$ cat src/rtl/shift_scheduler.sv
// Round-robin scheduler sharing one shift datapath among NUM_REQ requesters, with a single-entry output register.
// Optional rotate-left support for op 11 is compiled when SHIFT_SCHEDULER_ROTATE_EN is defined.
module shift_scheduler #(
   parameter int unsigned NUM_REQ    = 4,
   parameter int unsigned DATA_WIDTH = 32,
   parameter int unsigned SFT_WIDTH  = 5
) (
   input  logic                            clk,
   input  logic                            rst_n,
   input  logic [NUM_REQ-1:0]              iReqVld,
   output logic [NUM_REQ-1:0]              oReqRdy,
   input  logic [NUM_REQ*2-1:0]            iReqOp,
   input  logic [NUM_REQ*DATA_WIDTH-1:0]   iReqDat,
   input  logic [NUM_REQ*SFT_WIDTH-1:0]    iReqSft,
   output logic                            oRspVld,
   input  logic                            iRspRdy,
   output logic [DATA_WIDTH-1:0]           oRspDat,
   output logic [$clog2(NUM_REQ)-1:0]      oRspId,
   output logic                            oRspErr
);

   localparam int unsigned ID_W = $clog2(NUM_REQ);

   typedef enum logic {EMPTY = 1'b0, FULL = 1'b1} state_t;

   typedef struct packed {
      logic                  err;
      logic [ID_W-1:0]       id;
      logic [DATA_WIDTH-1:0] dat;
   } rsp_t;

   state_t                state, state_nxt;
   logic [ID_W-1:0]       ptr, ptr_nxt, winner;
   logic                  found, grant;
   logic [1:0]            sel_op;
   logic [DATA_WIDTH-1:0] sel_dat, res;
   logic [SFT_WIDTH-1:0]  sel_sft;
   logic                  res_err;
   rsp_t                  rsp_q, rsp_nxt;

   logic [1:0]            op_arr  [NUM_REQ];
   logic [DATA_WIDTH-1:0] dat_arr [NUM_REQ];
   logic [SFT_WIDTH-1:0]  sft_arr [NUM_REQ];

   // Unpack per-requester slices
   for (genvar g = 0; g < NUM_REQ; g++) begin : g_unpack
      assign op_arr[g]  = iReqOp[g*2 +: 2];
      assign dat_arr[g] = iReqDat[g*DATA_WIDTH +: DATA_WIDTH];
      assign sft_arr[g] = iReqSft[g*SFT_WIDTH +: SFT_WIDTH];
   end

   // Round-robin search upward from ptr, wrapping at NUM_REQ
   always_comb begin
      int unsigned idx;
      idx    = 0;
      found  = 1'b0;
      winner = '0;
      for (int unsigned k = 0; k < NUM_REQ; k++) begin
         idx = 32'(ptr) + k;
         if (idx >= NUM_REQ) idx = idx - NUM_REQ;
         if (!found && iReqVld[ID_W'(idx)]) begin
            found  = 1'b1;
            winner = ID_W'(idx);
         end
      end
   end

   assign grant   = found && ((state == EMPTY) || iRspRdy);
   assign sel_op  = op_arr[winner];
   assign sel_dat = dat_arr[winner];
   assign sel_sft = sft_arr[winner];

   always_comb begin
      oReqRdy = '0;
      if (grant && rst_n) oReqRdy[winner] = 1'b1;
   end

   // Shift unit; Verilog shift semantics already saturate for amounts >= DATA_WIDTH
   always_comb begin
`ifdef SHIFT_SCHEDULER_ROTATE_EN
      int unsigned rot;
      rot = 32'(sel_sft) % DATA_WIDTH;
`endif
      res     = '0;
      res_err = 1'b0;
      case (sel_op)
         2'b00:   res = sel_dat >> sel_sft;
         2'b01:   res = $signed(sel_dat) >>> sel_sft;
         2'b10:   res = sel_dat << sel_sft;
         default: begin
`ifdef SHIFT_SCHEDULER_ROTATE_EN
            res = (sel_dat << rot) | (sel_dat >> (DATA_WIDTH - rot));
`else
            res_err = 1'b1;
`endif
         end
      endcase
   end

   // Next state: refill on grant, drain to EMPTY only when nothing replaces the result
   always_comb begin
      state_nxt = state;
      ptr_nxt   = ptr;
      rsp_nxt   = rsp_q;
      if (grant) begin
         state_nxt   = FULL;
         ptr_nxt     = (winner == ID_W'(NUM_REQ - 1)) ? '0 : winner + ID_W'(1);
         rsp_nxt.err = res_err;
         rsp_nxt.id  = winner;
         rsp_nxt.dat = res;
      end else if ((state == FULL) && iRspRdy) begin
         state_nxt = EMPTY;
      end
   end

   always_ff @(posedge clk or negedge rst_n) begin
      if (!rst_n) begin
         state <= EMPTY;
         ptr   <= '0;
         rsp_q <= '0;
      end else begin
         state <= state_nxt;
         ptr   <= ptr_nxt;
         rsp_q <= rsp_nxt;
      end
   end

   assign oRspVld = (state == FULL);
   assign oRspDat = rsp_q.dat;
   assign oRspId  = rsp_q.id;
   assign oRspErr = rsp_q.err;

endmodule

$ cat config.mk
export PLATFORM = sky130hd
export DESIGN_NAME = shift_scheduler
export DESIGN_NICKNAME = d
export VERILOG_FILES = /design/src/rtl/shift_scheduler.sv
export SDC_FILE = /design/constraint.sdc
export NUM_CORES = 1
export LEC_CHECK = 0
export ABC_AREA = 1
export CAP_MARGIN = 20
export CORE_MARGIN = 2
export CORE_UTILIZATION = 50
export DETAILED_ROUTE_END_ITERATION = 7
export GPL_ROUTABILITY_DRIVEN = 1
export PLACE_DENSITY = 0.83
export SLEW_MARGIN = 40
export SYNTH_ARGS = -nofsm -noshare
export SYNTH_HDL_FRONTEND = slang
export SYNTH_SLANG_ARGS = --single-unit
$ cat constraint.sdc
create_clock -name clk -period 3.3 [get_ports clk]
set_input_delay 0.66 -clock clk [delete_from_list [all_inputs] [get_ports clk]]
set_output_delay 0.66 -clock clk [all_outputs]
set_load 0.02 [all_outputs]
; Yosys cells after proc, flatten, opt, wreduce, memory -nomap -nowiden
; Cells that the tools add are included.
[word_totals]
word_cells = 83
inputBits = 163
out_inout_bits = 40
reg_bits = 38
[classes]
shift = 3
n_reduce_logical = 14
n_addsub = 8
eq_ne = 3
mux = 37
order_cmp = 11
bitwise_logic = 2
[ops]
columns = op, count
row1 = 32-bit one-hot mux with 3 select lines, 1
row2 = 32-bit binary-select mux with 2-bit select, 1
row3 = 32-bit 2-to-1 mux, 2
row4 = 32-bit by 5-bit << shifter with 32-bit output, 1
row5 = 32-bit by 5-bit >> shifter with 32-bit output, 1
row6 = 32-bit by 5-bit >>> shifter with 32-bit output, 1
row7 = 2-bit 2-to-1 mux, 11
row8 = "2-bit by 3-bit < comparator with 1-bit output, second input constant", 5
row9 = "3-bit greater-or-equal comparator, second input constant", 4
row10 = 1-bit 2-to-1 mux, 12
row11 = 5-bit binary-select mux with 2-bit select, 1
row12 = 5-bit 2-to-1 mux, 2
row13 = 1-bit binary-select mux with 2-bit select, 4
row14 = "2-bit by 1-bit subtractor with 2-bit output, second input constant", 4
row15 = 1-bit logical AND, 7
row16 = "2-bit by 2-bit adder with 3-bit output, second input constant", 2
row17 = 2-bit binary-select mux with 2-bit select, 1
row18 = "2-bit equality test, second input constant", 2
row19 = 4-bit 2-to-1 mux, 1
row20 = "2-bit by 1-bit adder with 3-bit output, second input constant", 1
row21 = "2-bit by 3-bit greater-or-equal comparator with 1-bit output, second input constant", 1
row22 = 1-bit logical NOT, 3
row23 = 2-bit inverter with 3-bit output, 1
row24 = 3-bit OR reduction, 1
row25 = other kinds (8), 8

; Depth between registers and ports, before layout
[depth]
depth_word = 21
depth_mapped = 27
depth_no_buf = 24

; Least setup slack after synthesis
; No wires, ideal clock.
[synth_timing]
path_kind = input to output
start = input iReqVld[3]
end = output oReqRdy[0]
required_time_ns = 2.640
path_slack_ns = 0.302
t_arrival_ns = 2.338
stages = 13
n_path_buf = 3
path_cell_list = inv_1 -> nand2_1 -> nand3_1 -> nand2_1 -> nor2_4 -> nand3_4 -> buf_2 -> buf_2 -> nand2_1 -> clkbuf_1 -> inv_1 -> nand2_1 -> nor2_1
[synth_via]
elab_chain_cells = 17
word_cells_on_any_way = 30
classes_between = order compare (2) / mux (19) / reduce/logical (9)
[synth_lines]
columns = element, line_no
row1 = "start, declared", 10  ; input logic [NUM_REQ-1:0] iReqVld,
row2 = 1-bit binary-select mux with 2-bit select, 61  ; if (!found && iReqVld[ID_W'(idx)]) begin
row3 = 1-bit 2-to-1 mux (implied by the code), 61
row4 = 1-bit 2-to-1 mux, 61
row5 = 1-bit logical NOT, 61
row6 = 1-bit logical AND, 61
row7 = 1-bit 2-to-1 mux, 61
row8 = 1-bit logical NOT, 61
row9 = 1-bit logical AND, 61
row10 = 1-bit 2-to-1 mux, 61
row11 = 1-bit logical NOT, 61
row12 = 1-bit logical AND, 61
row13 = 2-bit 2-to-1 mux, 61
row14 = 2-bit by 3-bit < comparator with 1-bit output (implied by the code) or 2-bit by 1-bit greater-or-equal comparator with 1-bit output (tied branches), 75  ; if (grant && rst_n) oReqRdy[winner] = 1'b1;
row15 = 1-bit logical AND (implied by the code), 75
row16 = 1-bit 2-to-1 mux (implied by the code), 75
row17 = 1-bit demux with 2-bit select, 75
row18 = 4-bit 2-to-1 mux *, 75
row19 = "end, declared", 11  ; output logic [NUM_REQ-1:0] oReqRdy,
; Every way passes the cells marked *; elsewhere a longest branch is shown, timed or not. The select of a mux whose other input is x is not followed.

; Worst setup path in the final report
[layout_timing]
start = register ptr[0]
end = register rsp_q, in the netlist oRspDat[20]
[layout_via]
elab_chain_cells = 20
word_cells_on_any_way = 55
classes_between = add/sub (7) / order compare (4) / eq/ne (2) / shift (3) / mux (30) / bitwise (1) / reduce/logical (8)
[layout_lines]
columns = element, line_no
row1 = "start, declared", 33  ; logic [ID_W-1:0] ptr, ptr_nxt, winner;
row2 = "start signal, assigned", 123  ; ptr <= ptr_nxt;
row3 = "parallel branches: the longest is 20 deep, another holds 2-bit by 1-bit adder with 3-bit output", --
row4 = "end signal, assigned", 124  ; rsp_q <= rsp_nxt;
row5 = "end, declared", 39  ; rsp_t rsp_q, rsp_nxt;
; Parallel ways; which one is timed is not known. The select of a mux whose other input is x is not followed.
; A chain may end at the register's enable or synchronous reset.

==> metrics <==
share of cells above drive strength 1 25.2%; synthesized flop and latch total 38; Hold-fix buffers, CTS 0; top cells by area, synth nand2_1, nand3_1, dfrtp_1, nand4_1, inv_1; required time worst endpoint 3.48 ns; Core Area 0.0139 mm^2; global-route wire length before repair 55300 um; Vias per Instance 6.46; ANT nets after route 0; setup ws final -0.163 ns; Hold WS 0.481 ns; Data arrival, critical path 3.64 ns; sequential area share after synthesis 13.3%; initial core utilization 51.5%; area of the mapped netlist 0.00717 mm^2; largest net degree at the start of global routing 39; Die Width 124 um; syn nets 1556; CTS Sinks 38; asr flop ratio synth 100%; Syn Area/Cell 5.17 um^2; DRC Markers 98; DP Cell Count 1859; unrepaired setup endpoints after global routing true; total CTS buffers 5; CP max-delay cell dfrtp_2; # diodes 0; fin crit share 105%; Initial DRT Pass Iterations 8; Top Metal Used met5; met3 wire len 5930 um; Clock Tree Buf Depth 2; mean routed wirelength per cell 20.7 um; total gr overflow 0; achievable clock frequency 0.289 GHz; reg2reg start ptr[0]; Yosys cell types 34; die height 124 um; reg2reg setup slack -0.16 ns; delay of the slowest critical-path stage 0.49 ns; Final Cell Area 0.0118 mm^2; fill cell count 866; most common cell in the synthesized netlist nand2_1; Hold Fails Final Rpt 0; placed standard-cell area 0.0105 mm^2; status finished, violations left; Synth-to-Final Area Change 64.6%; Mapped Cells 1389; Critical Path Sink Type register; Non-Filler Instances 1906; wire length on met2 16900 um; Worst Reg-to-Reg Cells 27; worst hold path type in2async; H-tree depth 2; Slew Limit Fails 0; num ports 203; worst rel slew slack 67.9%; worst r2r dst oRspDat[20]; starting DRC count in detailed routing 2224; CTS tree yes; Worst-path clk slew 0.07 ns; top_reg_cell synth dfrtp_1; MaxCap Viol Count 0; synth cell count leaders nand2_1, nand3_1, nand4_1; vias in the first global route 11.0k; post-synth top area cell nand2_1; Root Buffer clkbuf_16; Worst Clk Skew 0.0107 ns; GP Congestion 1.13; top cell type's share of synthesized area 33.3%; Worst Tran Pin Value 0.481 ns; Worst-Skew Late Latency 0.30 ns; Yosys warning count 0; Setup violations, final 28; crit path from ptr[0]; Rows 43; post-detail-place hpwl 27400 um; critical path peak fanout 9; most used cell along the critical path nand2_1; Crit Path Class reg2reg; Die Area 0.0153 mm^2; Setup crit end oRspDat[20]; failing checks design-rule violations, negative setup slack; EDFF count, synth 0; fin crit period 3.46 ns; Overall Global Routing Usage 46.4%; vias post-DR 12.3k; Startpoint Class register; M1 wire length 13400 um; final WL 39500 um; antenna violations before repair 1; NumNets Final 1892; # port buffers 202
flip-flops by register name (all words and copies together), names as in the netlist:
register  count
oRspVld       1
oRspId        2
oRspErr       1
oRspDat      32
ptr           2
worst max-delay path, delay by kind of cell (launching register included):
kind                   cells  cell delay [ns]
and+or+nand+nor           22             2.10
buffers and inverters      5             0.73
DFF                        1             0.49
placed cells by master, fill, tap and decap left out, drive strengths merged:
master,instances
buf,216
nor3,1
nand3b,1
and2,2
clkinvlp,1
o21ai,34
o21a,1
o211ai,18
inv,74
nand3,344
dfrtp,38
a31oi,5
clkdlybuf4s50,193
o21bai,2
a21oi,22
nor2,28
dlygate4sd2,1
a21o,1
nand4,69
ha,4
clkdlybuf4s15,3
nand2,650
bufbuf,2
clkbuf,12
clkinv,4
metal layers:
metal | vias to the layer above | track usage (%)
met5 | - | 0
met4 | 2 | 24.7
met3 | 382 | 14.2
met2 | 1170 | 74.0
met1 | 5469 | 55.8
li1 | 5295 | -
worst min-delay path by stage:
stage                      from          end  slack, ns  depth (start not counted)
floorplan                 rst_n   oRspDat[0]       0.36                          0
global placement    oRspDat[16]  oRspDat[16]       0.46                          2
detailed placement   oRspDat[3]   oRspDat[3]       0.47                          2
CTS                  oRspDat[5]   oRspDat[5]       0.48                          2
global route        oRspDat[21]  oRspDat[21]       0.49                          2
finish                    rst_n   oRspDat[0]       0.48                          2
area by class of cell:
| cell class | count | area, um^2 | area share [%] |
|---|---|---|---|
| Clock buffer | 6 | 139 | 1.18 |
| Clock inverter | 2 | 12.5 | 0.106 |
| Inverter | 77 | 307 | 2.60 |
| Multi-Input combinational cell | 1182 | 6090 | 51.5 |
| Sequential cell | 38 | 953 | 8.07 |
| Tap cell | 180 | 225 | 1.91 |
| Timing Repair Buffer | 421 | 4090 | 34.6 |
cell families (layout without fill, tap and decap cells):
kind of cell             count (synthesis)  in the layout  share of synthesized area [%]
AND/OR/NAND/NOR                       1094           1095                           67.5
buffers and inverters                  170            506                           11.6
AO/OA/AOI/OAI                           83             83                           6.91
flip-flops                              38             38                           13.3
adder cells (fa/ha/maj)                  4              4                          0.698
repair_timing:
item,4_1_cts,5_1_grt
gates resized for setup,76,157
pin swaps,9,58
cloned,5,3
setup buffers,12,21
setup endpoints to repair,34,34
per-stage QoR:
| stage | utilization [%] | setup slack (ns) | setup TNS, ns |
|---|---|---|---|
| 2_1_floorplan | - | 0.302 | 0 |
| 3_3_place_gp | 75.3 | -0.400 | -10.46 |
| 3_5_place_dp | 75.3 | -0.490 | -12.84 |
| 4_1_cts | 79.5 | 0.0332 | 0 |
| 5_1_grt | 84.8 | -0.479 | -13.23 |
| 6_report | 84.8 | -0.163 | -2.01 |
Power is left out: the tool's default activity adds up to more than one toggle a clock period on the data nets, which glitch-free logic cannot reach.
